<file path="src/rtl/max_score_tracker.sv">
// Running maximum cell score over one alignment, fed one PE-array tile per valid cycle.
// Two-stage pipeline: in-tile reduction, then compare against the running maximum.
//
// state | meaning
// IDLE  | waiting for start; outputs hold the last result
// TRACK | accepting tiles until the one marked last_tile
// DRAIN | no new tiles; waiting for the last tile to leave stage 2
// DONE  | one-cycle done pulse, then back to IDLE
module max_score_tracker #(
  parameter int NUM_ROWS_PE   = 4,
  parameter int NUM_COLS_PE   = 4,
  parameter int SCORE_WIDTH   = 10,
  parameter int ROW_IDX_WIDTH = 10,
  parameter int COL_IDX_WIDTH = 10
) (
  input  logic                                       clk,
  input  logic                                       rst,
  input  logic                                       start,
  input  logic                                       tile_valid,
  input  logic                                       last_tile,
  input  logic [ROW_IDX_WIDTH-1:0]                   tile_row_base,
  input  logic [COL_IDX_WIDTH-1:0]                   tile_col_base,
  input  logic [NUM_ROWS_PE*NUM_COLS_PE*SCORE_WIDTH-1:0] scores_in,
  output logic [SCORE_WIDTH-1:0]                     max_score,
  output logic [ROW_IDX_WIDTH-1:0]                   max_row,
  output logic [COL_IDX_WIDTH-1:0]                   max_col,
  output logic                                       busy,
  output logic                                       done
);

  localparam int RI_W = (NUM_ROWS_PE > 1) ? $clog2(NUM_ROWS_PE) : 1;
  localparam int CJ_W = (NUM_COLS_PE > 1) ? $clog2(NUM_COLS_PE) : 1;

  typedef enum logic [1:0] {
    IDLE  = 2'd0,
    TRACK = 2'd1,
    DRAIN = 2'd2,
    DONE  = 2'd3
  } state_t;

  state_t state, state_nxt;

  logic                     accept;
  logic [SCORE_WIDTH-1:0]   red_score;
  logic [RI_W-1:0]          red_i;
  logic [CJ_W-1:0]          red_j;
  logic [ROW_IDX_WIDTH-1:0] red_row;
  logic [COL_IDX_WIDTH-1:0] red_col;

  logic                     s1_valid;
  logic                     s1_last;
  logic [SCORE_WIDTH-1:0]   s1_score;
  logic [ROW_IDX_WIDTH-1:0] s1_row;
  logic [COL_IDX_WIDTH-1:0] s1_col;
  logic                     s2_last;

  // A restart in the same cycle as a tile drops the tile.
  assign accept = (state == TRACK) && tile_valid && !start;

  // Strict compare in row-major scan keeps the first occurrence on ties.
  always_comb begin
    red_score = scores_in[SCORE_WIDTH-1:0];
    red_i     = '0;
    red_j     = '0;
    for (int i = 0; i < NUM_ROWS_PE; i++) begin
      for (int j = 0; j < NUM_COLS_PE; j++) begin
        if (scores_in[(i*NUM_COLS_PE + j)*SCORE_WIDTH +: SCORE_WIDTH] > red_score) begin
          red_score = scores_in[(i*NUM_COLS_PE + j)*SCORE_WIDTH +: SCORE_WIDTH];
          red_i     = RI_W'(i);
          red_j     = CJ_W'(j);
        end
      end
    end
  end

  // Index addition wraps modulo the index width.
  assign red_row = tile_row_base + ROW_IDX_WIDTH'(red_i);
  assign red_col = tile_col_base + COL_IDX_WIDTH'(red_j);

  always_ff @(posedge clk or posedge rst) begin
    if (rst) begin
      s1_valid <= 1'b0;
      s1_last  <= 1'b0;
      s1_score <= '0;
      s1_row   <= '0;
      s1_col   <= '0;
    end else if (start) begin
      s1_valid <= 1'b0;
      s1_last  <= 1'b0;
    end else begin
      s1_valid <= accept;
      s1_last  <= accept && last_tile;
      if (accept) begin
        s1_score <= red_score;
        s1_row   <= red_row;
        s1_col   <= red_col;
      end
    end
  end

  always_ff @(posedge clk or posedge rst) begin
    if (rst) begin
      max_score <= '0;
      max_row   <= '0;
      max_col   <= '0;
      s2_last   <= 1'b0;
    end else if (start) begin
      max_score <= '0;
      max_row   <= '0;
      max_col   <= '0;
      s2_last   <= 1'b0;
    end else begin
      s2_last <= s1_valid && s1_last;
      if (s1_valid && (s1_score > max_score)) begin
        max_score <= s1_score;
        max_row   <= s1_row;
        max_col   <= s1_col;
      end
    end
  end

  always_ff @(posedge clk or posedge rst) begin
    if (rst) state <= IDLE;
    else     state <= state_nxt;
  end

  always_comb begin
    state_nxt = state;
    if (start) begin
      state_nxt = TRACK;
    end else begin
      case (state)
        IDLE:    state_nxt = IDLE;
        TRACK:   if (accept && last_tile) state_nxt = DRAIN;
        DRAIN:   if (s2_last) state_nxt = DONE;
        DONE:    state_nxt = IDLE;
        default: state_nxt = IDLE;
      endcase
    end
  end

  assign busy = (state == TRACK) || (state == DRAIN);
  assign done = (state == DONE);

endmodule

</file>
<file path="config.mk">
export PLATFORM = sky130hd
export DESIGN_NAME = max_score_tracker
export DESIGN_NICKNAME = d
export VERILOG_FILES = /design/src/rtl/max_score_tracker.sv
export SDC_FILE = /design/constraint.sdc
export NUM_CORES = 1
export LEC_CHECK = 0
export CAP_MARGIN = 30
export CORE_UTILIZATION = 45
export DETAILED_ROUTE_END_ITERATION = 6
export GPL_TIMING_DRIVEN = 0
export PLACE_DENSITY_LB_ADDON = 0.3
export SLEW_MARGIN = 20
export SYNTH_ARGS = -nofsm -noshare
export SYNTH_HDL_FRONTEND = slang
export SYNTH_SLANG_ARGS = --single-unit
</file>
<file path="constraint.sdc">
create_clock -name clk -period 5.45 [get_ports clk]
set_clock_uncertainty 0.05 [all_clocks]
set_input_delay 1.09 -clock clk [delete_from_list [all_inputs] [get_ports clk]]
set_output_delay 1.09 -clock clk [all_outputs]
set_load 0.02 [all_outputs]
</file>
; Yosys cells after proc, flatten, opt, wreduce, memory -nomap -nowiden
; Index checks and enable logic that the tools add are counted.
[word_totals]
reg_bits = 65
input_bits = 185
out_inout_bits = 32
elab_cells = 101
[op_classes]
add_sub_neg = 2
order_cmp = 16
n_eq_ne = 5
mux = 55
bitwise_logic = 1
reduce_logical = 12
[op_table]
columns = operator, n
row1 = $mux W10, 21
row2 = $gt A10 B10 Y1, 16
row3 = $mux W2, 28
row4 = $add A10 B2 Y10, 2
row5 = $pmux W2 S3, 1
row6 = $logic_and A1 B1 Y1, 5
row7 = $mux W1, 5
row8 = $eq A2 B2 Y1 const B, 2
row9 = $reduce_and A2 Y1, 2
row10 = $ne A3 B2 Y1 const B, 1
row11 = $ne A3 B3 Y1 const B, 1
row12 = $eq A2 B1 Y1 const B, 1
row13 = $logic_not A2 Y1, 1
row14 = $reduce_bool A2 Y1, 1
row15 = $reduce_or A2 Y1, 1
row16 = $logic_not A1 Y1, 1
row17 = $logic_or A1 B1 Y1, 1
row18 = $not A1 Y1, 1

; Longest topological paths before layout
[depth]
word_depth = 31
depth_mapped = 180
depth_no_buf = 161

; Worst setup path before layout
; Ideal clock, no wire load.
[synth_path]
kind = input to register
from = in scores_in[9]
to = reg s1_row[7]
arrival_time_ns = 32.627
t_required_ns = 5.317
slack_ns = -27.309
path_stages = 173
n_path_buf = 20
cell_sequence = inv_1 > ha_1 > nand4_1 > nor2_1 > a2111oi_4 > nor2_1 > clkbuf_1 > a21oi_1 > ha_1 > a21oi_1 > o21bai_1 > a211oi_2 > nand4_2 > nand2_1 > a41o_1 > clkbuf_1 > mux2i_1 > inv_1 > [... 137 more ...] > o21ai_0 > a31oi_1 > ha_1 > a21o_1 > a21o_1 > a21oi_1 > o211ai_1 > nand2_1 > buf_1 > nand4_1 > or4_1 > ha_1 > a21oi_1 > nor2b_1 > and2_1 > nand4_1 > xor2_1 > o21ai_0
[synth_between]
elab_chain_cells = 31
word_cells_on_any_way = 42
classes_between = add/sub (1) / order compare (15) / mux (26)
[synth_rtl]
columns = element, line_no
row1 = from (decl), 23  ; input logic [NUM_ROWS_PE*NUM_COLS_PE*SCORE_WIDTH-1:0] scores_in,
row2 = $gt A10 B10 Y1, 67  ; if (scores_in[(i*NUM_COLS_PE + j)*SCORE_WIDTH +: SCORE_WIDTH] > red_score) begin
row3 = $mux W10 *, 67
row4 = $gt A10 B10 Y1, 67
row5 = $mux W10 *, 67
row6 = $gt A10 B10 Y1, 67
row7 = $mux W10 *, 67
row8 = $gt A10 B10 Y1, 67
row9 = $mux W10, 67
row10 = [... 15 more ...], n/a
row11 = $mux W10, 67
row12 = $gt A10 B10 Y1, 67
row13 = $mux W10, 67
row14 = $gt A10 B10 Y1, 67
row15 = $mux W10, 67
row16 = $gt A10 B10 Y1, 67
row17 = $mux W2 *, 67
row18 = $add A10 B2 Y10 *, 77  ; assign red_row = tile_row_base + ROW_IDX_WIDTH'(red_i);
row19 = to (signal assigned), 95  ; s1_row <= red_row;
row20 = to (decl), 53  ; logic [ROW_IDX_WIDTH-1:0] s1_row;
; Mark *: on every way between the ends. The rest lies on a longest branch, timed or not.
; A chain may end at the register's enable or synchronous reset.

; Worst setup path in the final report
[layout_path]
from = in scores_in[16]
to = reg s1_row[5]
; Same word-level chain as after synthesis.

==> flow_metrics.py <==
metrics = {
    "clock_tree": {
        "clk_latency_ns": 0.33,
        "cts_max_path_buffers": 2,
        "cts_tree": "yes",
        "clk_pin_slew_ns": 0.06,
        "htree_levels": 3,
        "cts_sinks": 65,
        "cts_root_buf": "clkbuf_16",
        "cts_made_buffers": 9,
    },
    "die": {
        "die_h_um": 152,
        "die_w_um": 152,
        "core_area_um2": 22000,
        "rows": 54,
        "ioPinCount": 217,
        "start_util": 0.462,
        "die_area_um2": 23200,
    },
    "synthesis": {
        "synth_commonest_cells": "155 x ha_1, 140 x nand2_1, 132 x nor2_1, 105 x inv_1, 94 x o21ai_0",
        "yosys-top-cells-area": "ha_1 19%, dfrtp_1 16%, nand2_1 5.2%, mux2i_1 5.0%, nor2_1 4.9%",
        "netlist_instances": 1339,
        "synth_cell_types": 84,
        "synth_top_area_cell": "ha_1",
        "async_flop_share": 1.00,
        "synth_nets": 1681,
        "yosys_warnings": 0,
        "seq_area_frac_synth": 0.160,
        "syn_area_um2": 10200,
        "synth_top_area_frac": 0.191,
        "synth_ff_type": "dfrtp_1",
        "synth_seq_cells": 65,
        "synth_edf_count": 0,
        "yosysMostFrequentCell": "ha_1",
        "syn_area_per_cell_um2": 7.60,
    },
    "sta": {
        "hold_viol": 0,
        "rsz0062_at_grt": "yes",
        "layout_setup_ws_ns": -26.32,
        "maxSlewHeadroom": 0.377,
        "period_needed_ns": 31.77,
        "clock.fmax_mhz": 31.5,
        "worst_pin_slew_ns": 0.919,
        "fin_crit_sh": 5.83,
        "slew_violations": 0,
        "setup_viol": 30,
        "hold_slack_ns": 0.432,
    },
    "global_route": {
        "grt_max_degree": 57,
        "antenna_found_initial": 1,
        "grt_pass1_wl_um": 63200,
        "grt_pass1_vias": 12700,
        "grt_overflow": 0,
        "grt_util_all_layers": 0.335,
    },
    "placement": {
        "gp_congestion": 0.945,
        "port_buffers": 214,
        "dp_hpwl_um": 28100,
        "placedCellCount": 1834,
    },
    "detailed_routing": {
        "drc_errors": 19,
        "firstDrtPassIters": 7,
        "wl_per_cell_um": 21.5,
        "drtIter0Drc": 989,
        "ant_nets": 0,
        "wl_um": 44500,
        "vias_per_cell": 6.31,
        "vias": 13100,
    },
    "setup_path": {
        "path_class": "in2reg",
        "critPathArrivalTime_ns": 31.96,
        "r2r_setup_slack_ns": 2.34,
        "cpMostUsedCell": "a21o_1",
        "required_ns": 5.65,
        "crit_path_max_incr_delay_ns": 0.57,
        "critPathMaxFanout": 10,
        "crit_path_start_kind": "input port",
        "slowest_stage": "or4_4",
        "cp-end-kind": "flip-flop",
    },
    "run": {
        "maxCapViolCount": 0,
    },
    "layout": {
        "area_growth_pct": 71.3,
        "fill_cells": 1309,
        "diodes": 0,
        "nNetsFinal": 2129,
        "stdcell_count": 2072,
        "fin_util": 0.791,
        "drive_above_1_share": 0.363,
    },
    "worst_hold_path": {
        "hold_class": "reg2reg",
    },
    "run_status": {
        "violations": "design-rule violations, negative setup slack",
        "status": "finished, violations left",
    },
}
==> sequential cells by signal (all words and copies together) (netlist names) <==
register   flops
max_col       10
s1_score      10
s1_row        10
state          2
max_row       10
s1_col        10
s1_last        1
s1_valid       1
max_score     10
s2_last        1
==> cell type report <==
class / count / area (µm²) / share of cell area
multi-input cells: 1122 / 10300 / 0.589
repair buffers: 440 / 3980 / 0.228
flip-flops and latches: 65 / 1630 / 0.0933
plain buffers: 43 / 473 / 0.0271
inverters: 106 / 435 / 0.0250
well taps: 280 / 350 / 0.0201
clock buffers: 10 / 239 / 0.0137
clock inverters: 6 / 57.6 / 0.00330
==> metrics by stage <==
stage	area (µm²)	TNS [ns]	setup WS [ns]
after floorplan	10900	-700.16	-24.02
after global placement	13400	-832.96	-28.50
after detailed placement	13400	-848.80	-29.01
after CTS	16100	-740.14	-25.09
after global routing	17400	-810.74	-27.50
final	17400	-775.60	-26.32
==> repair_timing <==
| action | 4_1_cts | 5_1_grt |
|---|---|---|
| pin swaps | 162 | 177 |
| cloned | 8 | 0 |
| setup endpoints to repair | 30 | 30 |
| hold buffers | 0 | 0 |
| buffers inserted | 145 | 74 |
| resized for setup | 331 | 158 |
==> cells in the final DEF (no fill, tap or decap), types with 25 or more instances in the layout <==
cell	n
buf_4	201
clkdlybuf4s50_1	194
nand2_1	121
ha_1	98
nor2_1	90
inv_1	85
dfrtp_1	65
a21oi_1	55
ha_4	51
o21ai_0	49
o21ai_1	47
a21o_1	37
mux2i_1	34
buf_6	29
a21oi_2	25
nand3_1	25
==> per-layer routing <==
metal | track usage | vias up | wire length (µm)
met2 | 0.593 | 802 | 21600
met3 | 0.0424 | 260 | 3140
met5 | 0 | - | 16
li1 | - | 5853 | -
met4 | 0.185 | 2 | 2930
met1 | 0.393 | 6164 | 16800
==> logic make-up after synthesis <==
logic type                 count (synthesis)  share of synthesized area
DFF                                       65                      0.160
xor gates and xnor gates                  17                     0.0146
buffers and inverters                    153                     0.0584
AOI/OAI and AO/OA                        446                      0.312
adders and majority gates                159                      0.197
and+or+nand+nor                          440                      0.200
muxes                                     59                     0.0593
==> critical path, delay by kind of cell <==
kind | cells | cell delay, ns
compound gates | 68 | 12.94
xor+xnor | 1 | 0.16
fa+ha+maj | 16 | 4.18
buf+inv | 32 | 4.59
mux | 3 | 0.73
simple gates | 53 | 8.11
==> path summary, 6_finish.rpt <==
check,start,end,cells past startpoint
min in group asynchronous,rst,state[1],2
worst min register to register,s1_last,s2_last,2
worst max register to register,max_score[1],max_row[9],18
worst max-delay path,scores_in[16],s1_row[5],173
worst min-delay path,s1_last,s2_last,2
max in group asynchronous,rst,s1_score[1],3
Power is not shown: default switching activity piles up to over one toggle a cycle in this logic, so the estimate is an artifact.
